[config.mk]
export PLATFORM = sky130hd
export DESIGN_NAME = vdp_slot_io_responder_flat
export DESIGN_NICKNAME = d
export VERILOG_FILES = /design/src/rtl/vdp_slot_io_responder_if.sv /design/src/rtl/vdp_slot_io_responder.sv /design/src/flat_wrapper.sv
export SDC_FILE = /design/constraint.sdc
export NUM_CORES = 1
export LEC_CHECK = 0
export CAP_MARGIN = 20
export CORE_MARGIN = 2
export CORE_UTILIZATION = 30
export DETAILED_ROUTE_END_ITERATION = 10
export HOLD_SLACK_MARGIN = 0.02
export PLACE_DENSITY = 0.59
export RECOVER_POWER = 100
export SETUP_SLACK_MARGIN = 0.02
export SYNTH_ARGS = -nofsm -noshare
export SYNTH_HDL_FRONTEND = slang
export SYNTH_SLANG_ARGS = --single-unit
[constraint.sdc]
create_clock -name clk -period 5 [get_ports clk]
set_clock_uncertainty 0.1 [all_clocks]
set_input_delay 1 -clock clk [delete_from_list [all_inputs] [get_ports clk]]
set_output_delay 1 -clock clk [all_outputs]
set_load 0.005 [all_outputs]
[src/rtl/vdp_slot_io_responder_if.sv]
// Internal VDP bus between the slot responder (master) and the VDP core (slave).
// A request is held on bus_valid until bus_ready; read data returns on a bus_rdata_en pulse.
interface vdp_slot_io_responder_if;
  logic       bus_valid;
  logic       bus_ready;
  logic       bus_write;
  logic [1:0] bus_address;
  logic [7:0] bus_wdata;
  logic [7:0] bus_rdata;
  logic       bus_rdata_en;

  modport master (
    output bus_valid,
    output bus_write,
    output bus_address,
    output bus_wdata,
    input  bus_ready,
    input  bus_rdata,
    input  bus_rdata_en
  );

  modport slave (
    input  bus_valid,
    input  bus_write,
    input  bus_address,
    input  bus_wdata,
    output bus_ready,
    output bus_rdata,
    output bus_rdata_en
  );
endinterface

[src/rtl/vdp_slot_io_responder.sv]
// MSX slot I/O responder: turns each Z80 IN/OUT on the IO_BASE..IO_BASE+3 window into one VDP bus request.
// Define VDP_SLOT_WAIT_EN to build the /WAIT stretching logic; otherwise slot_wait is tied low.
module vdp_slot_io_responder #(
  parameter logic [7:0] IO_BASE     = 8'h88,
  parameter int         SYNC_STAGES = 2
) (
  input  logic       clk,
  input  logic       reset,
  input  logic       slot_iorq_n,
  input  logic       slot_rd_n,
  input  logic       slot_wr_n,
  input  logic [7:0] slot_a,
  input  logic [7:0] slot_d_in,
  output logic [7:0] slot_d_out,
  output logic       slot_data_dir,
  output logic       slot_wait,
  vdp_slot_io_responder_if.master bus
);

  typedef enum logic [2:0] {
    IDLE    = 3'd0,
    WR_REQ  = 3'd1,
    RD_REQ  = 3'd2,
    RD_WAIT = 3'd3,
    RD_HOLD = 3'd4,
    RELEASE = 3'd5
  } state_t;

  state_t state_q, state_d;

  logic [SYNC_STAGES-1:0] iorq_sync_q, rd_sync_q, wr_sync_q;
  logic iorq_s, rd_s, wr_s;
  logic wr_act, rd_act, hit;

  logic       armed_q, armed_d;
  logic       bus_valid_q, bus_valid_d;
  logic       bus_write_q, bus_write_d;
  logic [1:0] bus_address_q, bus_address_d;
  logic [7:0] bus_wdata_q, bus_wdata_d;
  logic [7:0] slot_d_out_q, slot_d_out_d;
  logic       slot_data_dir_q, slot_data_dir_d;

  // Synchronizers reset to "strobe asserted": a cycle already in progress when reset
  // lifts must not look like /IORQ was high, otherwise armed_q would re-arm mid-cycle.
  always_ff @(posedge clk or posedge reset) begin
    if (reset) begin
      iorq_sync_q <= '0;
      rd_sync_q   <= '0;
      wr_sync_q   <= '0;
    end else begin
      iorq_sync_q <= {iorq_sync_q[SYNC_STAGES-2:0], slot_iorq_n};
      rd_sync_q   <= {rd_sync_q[SYNC_STAGES-2:0], slot_rd_n};
      wr_sync_q   <= {wr_sync_q[SYNC_STAGES-2:0], slot_wr_n};
    end
  end

  assign iorq_s = iorq_sync_q[SYNC_STAGES-1];
  assign rd_s   = rd_sync_q[SYNC_STAGES-1];
  assign wr_s   = wr_sync_q[SYNC_STAGES-1];

  // /RD and /WR both low is not a legal Z80 cycle, so each action demands the other strobe high.
  assign wr_act = ~iorq_s & ~wr_s &  rd_s;
  assign rd_act = ~iorq_s & ~rd_s &  wr_s;
  assign hit    = (slot_a[7:2] == IO_BASE[7:2]);

  always_comb begin
    state_d       = state_q;
    armed_d       = armed_q | iorq_s;
    bus_valid_d   = bus_valid_q;
    bus_write_d   = bus_write_q;
    bus_address_d = bus_address_q;
    bus_wdata_d   = bus_wdata_q;
    slot_d_out_d  = slot_d_out_q;

    case (state_q)
      IDLE: begin
        // armed_q guarantees one transaction per /IORQ low period.
        if (armed_q && hit && wr_act) begin
          armed_d       = 1'b0;
          bus_valid_d   = 1'b1;
          bus_write_d   = 1'b1;
          bus_address_d = slot_a[1:0];
          bus_wdata_d   = slot_d_in;
          state_d       = WR_REQ;
        end else if (armed_q && hit && rd_act) begin
          armed_d       = 1'b0;
          bus_valid_d   = 1'b1;
          bus_write_d   = 1'b0;
          bus_address_d = slot_a[1:0];
          state_d       = RD_REQ;
        end
      end
      WR_REQ: begin
        if (bus.bus_ready) begin
          bus_valid_d = 1'b0;
          state_d     = RELEASE;
        end
      end
      RD_REQ: begin
        if (bus.bus_ready) begin
          bus_valid_d = 1'b0;
          if (!bus.bus_rdata_en) begin
            state_d = RD_WAIT;
          end else if (!rd_s) begin
            slot_d_out_d = bus.bus_rdata;
            state_d      = RD_HOLD;
          end else begin
            state_d = RELEASE;
          end
        end
      end
      RD_WAIT: begin
        // Data arriving after the Z80 already let go of /RD is dropped.
        if (bus.bus_rdata_en) begin
          if (!rd_s) begin
            slot_d_out_d = bus.bus_rdata;
            state_d      = RD_HOLD;
          end else begin
            state_d = RELEASE;
          end
        end
      end
      RD_HOLD: begin
        if (rd_s || iorq_s) begin
          state_d = RELEASE;
        end
      end
      RELEASE: begin
        if (iorq_s) begin
          state_d = IDLE;
        end
      end
      default: begin
        state_d = IDLE;
      end
    endcase

    slot_data_dir_d = (state_d inside {RD_REQ, RD_WAIT, RD_HOLD}) && !rd_s;
  end

  always_ff @(posedge clk or posedge reset) begin
    if (reset) begin
      state_q         <= IDLE;
      armed_q         <= 1'b0;
      bus_valid_q     <= 1'b0;
      bus_write_q     <= 1'b0;
      bus_address_q   <= 2'd0;
      bus_wdata_q     <= 8'h00;
      slot_d_out_q    <= 8'h00;
      slot_data_dir_q <= 1'b0;
    end else begin
      state_q         <= state_d;
      armed_q         <= armed_d;
      bus_valid_q     <= bus_valid_d;
      bus_write_q     <= bus_write_d;
      bus_address_q   <= bus_address_d;
      bus_wdata_q     <= bus_wdata_d;
      slot_d_out_q    <= slot_d_out_d;
      slot_data_dir_q <= slot_data_dir_d;
    end
  end

`ifdef VDP_SLOT_WAIT_EN
  logic slot_wait_q, slot_wait_d;

  // Stretch the Z80 cycle until read data is on the pins or the write has been taken.
  assign slot_wait_d = (state_d inside {WR_REQ, RD_REQ, RD_WAIT});

  always_ff @(posedge clk or posedge reset) begin
    if (reset) begin
      slot_wait_q <= 1'b0;
    end else begin
      slot_wait_q <= slot_wait_d;
    end
  end

  assign slot_wait = slot_wait_q;
`else
  assign slot_wait = 1'b0;
`endif

  assign bus.bus_valid   = bus_valid_q;
  assign bus.bus_write   = bus_write_q;
  assign bus.bus_address = bus_address_q;
  assign bus.bus_wdata   = bus_wdata_q;
  assign slot_d_out      = slot_d_out_q;
  assign slot_data_dir   = slot_data_dir_q;

endmodule

[src/flat_wrapper.sv]
// flat-port wrapper written by rule: the top's interface ports become plain ports
module vdp_slot_io_responder_flat 
#(
  parameter logic [7:0] IO_BASE     = 8'h88,
  parameter int         SYNC_STAGES = 2
)
  (clk, reset, slot_iorq_n, slot_rd_n, slot_wr_n, slot_a, slot_d_in, slot_d_out, slot_data_dir, slot_wait, bus_bus_valid, bus_bus_write, bus_bus_address, bus_bus_wdata, bus_bus_ready, bus_bus_rdata, bus_bus_rdata_en);
  vdp_slot_io_responder_if bus_i ();
  input  logic clk;
  input  logic reset;
  input  logic slot_iorq_n;
  input  logic slot_rd_n;
  input  logic slot_wr_n;
  input  logic [7:0] slot_a;
  input  logic [7:0] slot_d_in;
  output logic [7:0] slot_d_out;
  output logic slot_data_dir;
  output logic slot_wait;
  output wire logic [$bits(bus_i.bus_valid)-1:0] bus_bus_valid;
  output wire logic [$bits(bus_i.bus_write)-1:0] bus_bus_write;
  output wire logic [$bits(bus_i.bus_address)-1:0] bus_bus_address;
  output wire logic [$bits(bus_i.bus_wdata)-1:0] bus_bus_wdata;
  input wire logic [$bits(bus_i.bus_ready)-1:0] bus_bus_ready;
  input wire logic [$bits(bus_i.bus_rdata)-1:0] bus_bus_rdata;
  input wire logic [$bits(bus_i.bus_rdata_en)-1:0] bus_bus_rdata_en;
  assign bus_bus_valid = bus_i.bus_valid;
  assign bus_bus_write = bus_i.bus_write;
  assign bus_bus_address = bus_i.bus_address;
  assign bus_bus_wdata = bus_i.bus_wdata;
  assign bus_i.bus_ready = bus_bus_ready;
  assign bus_i.bus_rdata = bus_bus_rdata;
  assign bus_i.bus_rdata_en = bus_bus_rdata_en;
  vdp_slot_io_responder #(.IO_BASE(IO_BASE), .SYNC_STAGES(SYNC_STAGES)) u_core (.clk(clk), .reset(reset), .slot_iorq_n(slot_iorq_n), .slot_rd_n(slot_rd_n), .slot_wr_n(slot_wr_n), .slot_a(slot_a), .slot_d_in(slot_d_in), .slot_d_out(slot_d_out), .slot_data_dir(slot_data_dir), .slot_wait(slot_wait), .bus(bus_i));
endmodule
== After elaboration in Yosys (flattened, before gate mapping) ==
Index checks and enable logic that the tools add are counted.
Word-level totals
  output and inout bits: 22
  input bits: 31
  register bits after elaboration: 31
  word-level logic and storage cells: 72
Operators by class
  multiplexer cells: 25
  reductions and logical operators: 16
  equality and inequality tests: 12
  bitwise operators: 8
Operators by type and width (count)
  2-to-1 mux 3 bit: 8
  2-to-1 mux 8 bit: 3
  one-hot mux 3 bit (6 select lines): 1
  one-hot mux 8 bit (2 select lines): 1
  == test 3 x 2 -> 1 bit (second input constant): 4
  == test 3 bit (second input constant): 3
  2-to-1 mux 1 bit: 9
  == test 6 bit (second input constant): 1
  AND reduction 2 bit: 3
  nonzero test 2 bit: 3
  bitwise AND 1 bit: 4
  logical AND 1 bit: 4
  2-to-1 mux 2 bit: 2
  == test 3 x 1 -> 1 bit (second input constant): 1
  logical NOT 3 bit: 1
  != test 3 x 1 -> 1 bit (second input constant): 1
  inverter 1 bit: 3
  AND reduction 3 bit: 1
  nonzero test 3 bit: 1
  != test 2 x 1 -> 1 bit (second input constant): 1
  != test 2 bit (second input constant): 1
  one-hot mux 1 bit (2 select lines): 1
  OR reduction 2 bit: 1
  logical NOT 1 bit: 1
  2 further kinds: 2

== Longest topological paths before layout ==
Gate-level depths: netlist of run 1.
  depth in word-level cells: 10
  gate-level depth with buffers: 6
  mapped depth without buffers: 4

== Worst setup path after synthesis of run 1 ==
Ideal clock, no wire load.
  path type: input to register
  from: input slot_a[5]
  to: register u_core.bus_wdata_q[0] (netlist: u_core.bus.bus_wdata[0])
  arrival time: 2.114 ns
  cell stages on the path: 5
  data required time: 4.775 ns
  setup slack: 2.660 ns
  setup time: 0.125 ns
  buffers on the path: 1
  cell sequence: nor4b_2 nand4_1 or2_1 buf_6 mux2_4
Between the ends
  longest elaborated chain between the ends: 4
RTL lines
  from (decl): line flat_wrapper.sv:14  | input logic [7:0] slot_a;
  == test 6 bit: line vdp_slot_io_responder.sv:64  | assign hit = (slot_a[7:2] == IO_BASE[7:2]);
  logical AND 1 bit (2 in series): line vdp_slot_io_responder.sv:78  | if (armed_q && hit && wr_act) begin
  AND reduction 2 bit (no line)
  to (signal assigned): line vdp_slot_io_responder.sv:157  | bus_wdata_q <= bus_wdata_d;
  to (decl): line vdp_slot_io_responder.sv:39  | logic [7:0] bus_wdata_q, bus_wdata_d;
No other way between the ends.
A chain may end at the register's enable or synchronous reset.

== Final worst setup path of run 1 ==
  from: input bus_bus_ready
  to: register u_core.slot_d_out_q[6] (netlist: u_core.slot_d_out[6])
Between the ends
  longest elaborated chain between the ends: 2
RTL lines
  from (decl): line flat_wrapper.sv:23  | input wire logic [$bits(bus_i.bus_ready)-1:0] bus_bus_ready;
  != test 2 bit (no line)
  AND reduction 2 bit (no line)
  to (signal assigned): line vdp_slot_io_responder.sv:158  | slot_d_out_q <= slot_d_out_d;
  to (decl): line vdp_slot_io_responder.sv:40  | logic [7:0] slot_d_out_q, slot_d_out_d;
No other way between the ends.

==> results of run 1 <==
## worst max-delay path, delay by kind of cell
kind                   cells  cell delay (ps)
AO/OA/AOI/OAI              1              130
buffers and inverters      1              590
multiplexers               1              420
AND/OR/NAND/NOR            1              990
## power breakdown
| part | switching [mW] | internal [mW] |
|---|---|---|
| logic | 0.0298 | 0.0543 |
| registers | 0.0199 | 0.269 |
| clock network | 0.0821 | 0.108 |
| total | 0.132 | 0.430 |
## registers in the layout (all words and copies together), names as in the netlist
signal and count:
u_core.iorq_sync_q 2, u_core.bus.bus_valid 1, u_core.slot_d_out 8, u_core.bus.bus_write 1, u_core.slot_data_dir 1, u_core.state_q 3
u_core.bus.bus_wdata 8, u_core.armed_q 1, u_core.bus.bus_address 2, u_core.rd_sync_q 2, u_core.wr_sync_q 2
## area by class of cell
| class | instances | area share, % |
|---|---|---|
| clock buffers | 6 | 4.42 |
| well taps | 50 | 3.35 |
| repair buffers | 52 | 27.5 |
| multi-input cells | 52 | 22.6 |
| clock inverters | 1 | 0.268 |
| inverters | 2 | 0.402 |
| flip-flops and latches | 31 | 41.5 |
## logic make-up (layout without fill, tap and decap cells)
| family | Yosys count | in the layout | synth area share [%] |
|---|---|---|---|
| XOR/XNOR | 1 | 1 | 0.686 |
| other | 1 | 1 | 0.294 |
| flip-flops | 31 | 31 | 60.8 |
| AO/OA/AOI/OAI | 13 | 13 | 6.76 |
| AND/OR/NAND/NOR | 19 | 19 | 10.3 |
| buffers and inverters | 5 | 61 | 2.94 |
| multiplexers | 18 | 18 | 18.2 |
## layout by cell type, fill, tap and decap left out, drive strengths merged, types with 2 or more instances in the layout
cell	n
clkdlybuf4s50	24
clkbuf	7
dfrtp	31
nand2b	3
nor2	2
inv	2
nand3	2
o21ai	3
nor4b	2
nand2	3
nor3b	2
dlygate4sd3	27
mux2	18
o21a	4
a21o	2
## path summary, 6_finish.rpt
kind	to	slack, ps	depth (start not counted)
max	u_core.slot_d_out[6]	1930	4
min	u_core.wr_sync_q[1]	250	0
max reg2reg	u_core.slot_d_out[6]	2550	4
min reg2reg	u_core.wr_sync_q[1]	250	0
max in group asynchronous	u_core.state_q[1]	2250	3
min in group asynchronous	u_core.slot_d_out[6]	1620	3
## metrics by stage
stage | area, µm² | worst slack, ps | hold WS [ps]
global placement | 1830 | 2020 | 237
global route | 1870 | 1720 | 267
detailed placement | 1830 | 1970 | 235
floorplan | 1280 | 2660 | 231
finish | 1870 | 1930 | 248
CTS | 1910 | 2260 | 249
## layer usage
layer	global-route usage [%]	vias up	routed length, µm
met4	5.23	0	19
met2	19.1	31	1280
li1	-	418	-
met3	4.94	2	182
met1	13.6	422	1070
met5	0	-	0
==> results.yml, run 1 <==
status:
  status: "finished, violations left"
  violations: "max-capacitance violations, max-slew violations"
setup_path:
  critPathCaptureType: "register"
  timing.rr.start: "u_core.state_q[2]"
  path_cells: "dlygate4sd3_1 -> o21ai_0 -> nor3b_1 -> mux2_2"
  worstSetupPathType: "in2reg"
  cp_data_required_time_ps: 5060
  worstPathArrival_ps: 3130
  critPathLaunch: "bus_bus_ready"
  max_stage_delay_ps: 990
  slowest_stage: "nor3b_1"
  cp-start-kind: "primary input"
  crit_fanout: 8
global_route:
  grt_pass1_vias: 931
  grt_pass1_wl_mm: 4.45
  antenna_found_initial: 0
  grt_overflow: 0
  grt_usage_pct: 11.8
  grt_max_degree: 32
cells_and_area:
  final-seq-area_um2: 776
  stdcell_count: 194
  post-route-util_pct: 46.1
  area_delta_synth_final_pct: 46.5
  fillCellCount: 375
  multi_input_area_um2: 422
  final_nets: 175
  drive_above_1_share_pct: 13.2
  diodes: 0
logic_synthesis:
  synthTopCellsByCount: "31 x dfrtp_1, 9 x mux2_2, 8 x mux2_4"
  async_reset_ff_share_pct: 100
  synth_seq_area_share_pct: 60.8
  syn_avg_cell_area_um2: 14.5
  ys_warn_count: 0
  synth_edf_count: 0
  synth.largest_area_cell: "dfrtp_1"
  synth_seq_cells: 31
  yosys.area.top_type_share_pct: 60.8
  netlist_area_um2: 1280
  syn-num-nets: 119
  yosysMostFrequentCell: "dfrtp_1"
  synth_cell_type_count: 29
  synthTopCellsByArea: "dfrtp_1 61%, mux2_4 9.4%, mux2_2 7.9%, nor4b_2 2.4%, o21a_1 2.4%"
  netlist_instances: 88
  synth-main-ff-cell: "dfrtp_1"
clock_tree:
  cts.path.max_buffers: 2
  cts.sinks: 31
  cts_resized: 0
  cts-root-buf: "clkbuf_8"
  cts-htree-levels: 2
  clk_latency_ps: 270
  ctsHoldBuffers: 0
  postCtsSetupBuffers: 0
  clkTransAtPathRegs_ps: 60
  cts_tree: "done"
  cts_made_buffers: 5
detailed_routing:
  drcViolationCount: 0
  drtIter0Drc: 24
  vias: 873
  firstDrtPassIters: 4
  wl_per_cell_um: 13.2
  postRouteAntennaNets: 0
  avgViaCountPerCell: 4.50
  drt_wl_total_mm: 2.56
floorplanning:
  fp-row-count: 23
  io_pins: 53
  core-area_um2: 4060
  dieArea_um2: 4790
  die_w_um: 69.2
  initial_core_util_pct: 31.5
  fp.dieH_um: 69.2
timing:
  max_slew.worst_pin.slew_ps: 1610
  slew_headroom_pct: -7.14
  maxSlewViolCount: 32
  fmax_mhz: 325
  hold_violations: 0
  tns_ps: 0
  fin_crit_sh_pct: 61.5
  min_period_ps: 3070
  grt_setup_unrepaired: "no"
  finalSetupViolations: 0
placed_design:
  io_buffers: 51
  place_congestion: 0.763
  hpwl_mm: 1.94
  dp_cells: 187
hold_path:
  hold_class: "reg2reg"
  hp-start: "u_core.wr_sync_q[0]"
power:
  power_mw: 0.562
  p_leak_nw: 0.910
  vdd_ir_drop_max_uv: 137
  p_per_area_nw_per_um2: 301
flow_run:
  drv_cap: 1
Note: power is estimated with default switching activity, not from simulation.
==> run 2: changes to the inputs <==
==> constraint.sdc (replaced) <==
create_clock -name clk -period 3 [get_ports clk]
set_clock_uncertainty 0.1 [all_clocks]
set_input_delay 0.6 -clock clk [delete_from_list [all_inputs] [get_ports clk]]
set_output_delay 0.6 -clock clk [all_outputs]
set_load 0.005 [all_outputs]
==> results.yml, run 2 (synthesis results as in run 1) <==
status:
  status: "finished, violations left"
  violations: "max-capacitance violations, max-slew violations"
global_route:
  grt_overflow: 0
  antenna_found_initial: 0
  grt_max_degree: 32
  grt_pass1_vias: 945
  grt_usage_pct: 11.8
  grt_pass1_wl_mm: 4.33
setup_path:
  crit_fanout: 9
  slowest_stage: "dlygate4sd3_1"
  worstSetupPathType: "in2reg"
  crit_family: "simple AND/OR/NAND/NOR gates"
  worstPathBufferInverterCount: 1
  max_stage_delay_ps: 530
  cp-start-kind: "primary input"
  worstPathArrival_ps: 2500
  path_cells: "dlygate4sd3_1 -> nor4b_1 -> nand4_1 -> or2_1 -> mux2_1"
  cp_data_required_time_ps: 3050
  critPathCaptureType: "register"
timing:
  grt_setup_unrepaired: "no"
  maxSlewViolCount: 32
  max_slew.worst_pin.slew_ps: 1590
  finalSetupViolations: 0
  min_period_ps: 2450
  hold_violations: 0
  fin_crit_sh_pct: 81.6
  fmax_mhz: 409
  tns_ps: 0
  slew_headroom_pct: -6.04
placed_design:
  hpwl_mm: 1.95
  dp_cells: 188
  place_congestion: 0.773
  io_buffers: 51
floorplanning:
  io_pins: 53
  initial_core_util_pct: 31.5
  core-area_um2: 4060
  fp.dieH_um: 69.2
  dieArea_um2: 4790
  die_w_um: 69.2
  fp-row-count: 23
clock_tree:
  cts_made_buffers: 5
  cts_resized: 0
  cts.sinks: 31
  clkTransAtPathRegs_ps: 60
  cts.path.max_buffers: 2
  clk_latency_ps: 270
  ctsHoldBuffers: 0
  cts_tree: "done"
  cts-htree-levels: 2
  postCtsSetupBuffers: 0
  cts-root-buf: "clkbuf_8"
detailed_routing:
  firstDrtPassIters: 4
  postRouteAntennaNets: 0
  vias: 876
  drt_wl_total_mm: 2.58
  avgViaCountPerCell: 4.49
  drcViolationCount: 0
  drtIter0Drc: 35
  wl_per_cell_um: 13.2
hold_path:
  hold_class: "reg2reg"
cells_and_area:
  drive_above_1_share_pct: 12.4
  area_delta_synth_final_pct: 47.2
  layout_common_cells: "31 x dfrtp_1, 26 x dlygate4sd3_1, 25 x clkdlybuf4s50_1"
  final_nets: 176
  final_common_cell: "dfrtp_1"
  diodes: 0
  stdcell_count: 195
power:
  p_leak_nw: 0.913
  p_per_area_nw_per_um2: 500
  vdd_ir_drop_max_uv: 293
flow_run:
  drv_cap: 1
run 2: cell types whose count changed in the layout (fill, tap and decap cells not counted), sizes merged:
| cell | before | now |
|---|---|---|
| clkdlybuf4s50 | 24 | 25 |
| dlygate4sd3 | 27 | 26 |
| clkbuf | 7 | 8 |
run 2: path summary, 6_finish.rpt:
path / endpoint / slack (ps) / startpoint / cells after the start
worst min-delay path: u_core.iorq_sync_q[1] / 250 / u_core.iorq_sync_q[0] / 0
worst max-delay path: u_core.bus.bus_wdata[2] / 550 / slot_a[5] / 5
max in group asynchronous: u_core.slot_d_out[2] / 800 / reset / 3
min in group asynchronous: u_core.wr_sync_q[0] / 1070 / reset / 3
worst max register to register: u_core.slot_d_out[0] / 950 / u_core.state_q[2] / 5
worst min register to register: u_core.iorq_sync_q[1] / 250 / u_core.iorq_sync_q[0] / 0
run 2: routing by layer:
metal	share of wire, %	track usage, %
met1	41	12.9
met3	7.4	4.65
met2	49	19.1
met5	0	0
met4	2.5	7.19
run 2: through the flow:
step | setup WS, ps | hold WS (ps) | area (µm²) | total power, mW | util (%)
floorplan | 1060 | 231 | 1280 | 0.572 | -
global placement | 420 | 237 | 1830 | 0.641 | 45.2
detailed placement | 364 | 240 | 1830 | 0.643 | 45.2
CTS | 668 | 254 | 1920 | 0.968 | 47.4
global route | 414 | 264 | 1880 | 0.997 | 46.3
finish | 553 | 250 | 1880 | 0.939 | 46.3
run 2: final cells by class:
type	instances	area, µm²
Tap cell	50	62.6
Sequential cell	31	776
Clock inverter	1	5.00
Fill cell	370	2180
Timing Repair Buffer	53	518
Multi-Input combinational cell	52	427
Inverter	2	7.51
Clock buffer	6	82.6
run 2: power breakdown:
part           total (mW)  internal [mW]  switching [mW]
logic               0.141         0.0908          0.0499
clock network       0.316          0.179           0.137
registers           0.482          0.447          0.0347
total               0.939          0.718           0.221
==> run 3: changes to the inputs <==
--- a/config.mk
+++ b/config.mk
@@ -10,7 +10,7 @@
 export CORE_UTILIZATION = 30
 export DETAILED_ROUTE_END_ITERATION = 10
 export HOLD_SLACK_MARGIN = 0.02
-export PLACE_DENSITY = 0.59
+export PLACE_DENSITY = 0.61
 export RECOVER_POWER = 100
 export SETUP_SLACK_MARGIN = 0.02
 export SYNTH_ARGS = -nofsm -noshare
==> constraint.sdc (replaced) <==
create_clock -name clk -period 2.2 [get_ports clk]
set_clock_uncertainty 0.1 [all_clocks]
set_input_delay 0.44 -clock clk [delete_from_list [all_inputs] [get_ports clk]]
set_output_delay 0.44 -clock clk [all_outputs]
set_load 0.005 [all_outputs]
==> results.yml, run 3 (synthesis results as in run 1) <==
status:
  status: "completed"
floorplanning:
  dieArea_um2: 4790
  io_pins: 53
  fp-row-count: 23
  core-area_um2: 4060
  fp.dieH_um: 69.2
  die_w_um: 69.2
  initial_core_util_pct: 31.5
global_route:
  grt_pass1_wl_mm: 4.69
  antenna_found_initial: 0
  grt_overflow: 0
  grt_max_degree: 32
  grt_pass1_vias: 1050
  grt_usage_pct: 12.3
detailed_routing:
  postRouteAntennaNets: 0
  drtIter0Drc: 39
  avgViaCountPerCell: 4.59
  vias: 909
  firstDrtPassIters: 3
  drt_wl_total_mm: 2.71
  drcViolationCount: 0
  wl_per_cell_um: 13.7
clock_tree:
  clkTransAtPathRegs_ps: 60
  cts_tree: "done"
  clk_latency_ps: 280
  ctsHoldBuffers: 0
  postCtsSetupBuffers: 0
  cts-htree-levels: 2
  cts.path.max_buffers: 2
  cts_resized: 0
  cts.sinks: 31
  cts_made_buffers: 5
  cts-root-buf: "clkbuf_8"
placed_design:
  io_buffers: 51
  dp_cells: 190
  place_congestion: 0.814
  hpwl_mm: 2.02
  pre_cts_ws_ps: -143
timing:
  hold_violations: 0
  fmax_mhz: 499
  setup_ws_ps: 197
  max_slew.worst_pin.slew_ps: 760
  slew_headroom_pct: 49.3
  grt_setup_unrepaired: "no"
  finalSetupViolations: 0
  whs_ps: 251
  fin_crit_sh_pct: 91.0
  maxSlewViolCount: 0
  min_period_ps: 2000
cells_and_area:
  final_common_cell: "dfrtp_1"
  layout_common_cells: "31 x dfrtp_1, 26 x dlygate4sd3_1, 25 x clkdlybuf4s50_1"
  drive_above_1_share_pct: 14.2
  area_delta_synth_final_pct: 49.3
  diodes: 0
  stdcell_count: 198
  final-seq-area_um2: 776
  final_nets: 178
  multi_input_area_um2: 428
  fillCellCount: 363
power:
  p_leak_nw: 0.930
  vdd_ir_drop_max_uv: 312
  p_per_area_nw_per_um2: 704
flow_run:
  drv_cap: 0
setup_path:
  crit_fanout: 8
  worstPathArrival_ps: 2060
  cp-start-kind: "primary input"
  critPathCaptureType: "register"
  cp_data_required_time_ps: 2260
  worstSetupPathType: "in2reg"
hold_path:
  hold_class: "reg2reg"
==> run 3: cell types whose count changed in the layout (fill, tap and decap cells not counted), sizes merged <==
cell	previous run	this run
clkbuf	8	12
clkinv	1	0
==> run 3: per-layer routing <==
metal	share of wire [%]	routed length, µm	global-route usage, %	up-vias
li1	-	-	-	423
met1	44	1190	14.6	441
met2	45	1220	18.8	38
met3	8.2	222	5.81	7
met4	2.5	67	6.10	0
met5	0	0	0	-
==> run 3: final timing paths <==
check,slack [ps],depth (start not counted),endpoint,start
max,200,5,u_core.slot_d_out[7],bus_bus_ready
min,250,0,u_core.rd_sync_q[1],u_core.rd_sync_q[0]
min in group asynchronous,710,3,u_core.bus.bus_wdata[0],reset
min reg2reg,250,0,u_core.rd_sync_q[1],u_core.rd_sync_q[0]
max in group asynchronous,810,3,u_core.bus.bus_valid,reset
max reg2reg,270,5,u_core.slot_d_out[7],u_core.state_q[2]
==> run 3: cell type report <==
class                           instances  area share [%]
Inverter                                2           0.394
Tap cell                               50            3.28
Clock buffer                            8            5.25
Timing Repair Buffer                   55            27.9
Multi-Input combinational cell         52            22.5
Sequential cell                        31            40.7
==> run 3: metrics by stage <==
| step | util [%] | TNS, ps | instance area, µm² | power [mW] |
|---|---|---|---|---|
| floorplan | - | 0 | 1280 | 0.780 |
| global placement | 45.6 | -671 | 1850 | 0.872 |
| detailed placement | 45.6 | -1090 | 1850 | 0.880 |
| CTS | 48.0 | 0 | 1950 | 1.37 |
| global route | 47.0 | 0 | 1910 | 1.41 |
| finish | 47.0 | 0 | 1910 | 1.34 |
==> run 3: critical path, cell delays in order <==
cell and delay [ps]:
dlygate4sd3_1 610, o21ai_0 140, nor3b_1 240, clkbuf_2 260, mux2_2 360
==> run 3: power by group <==
part,leakage (nW),switching (mW),total (mW),internal (mW)
combinational,0.471,0.0734,0.198,0.125
sequential,0.408,0.0497,0.659,0.610
clock,0.0515,0.199,0.484,0.285
total,0.930,0.322,1.34,1.02
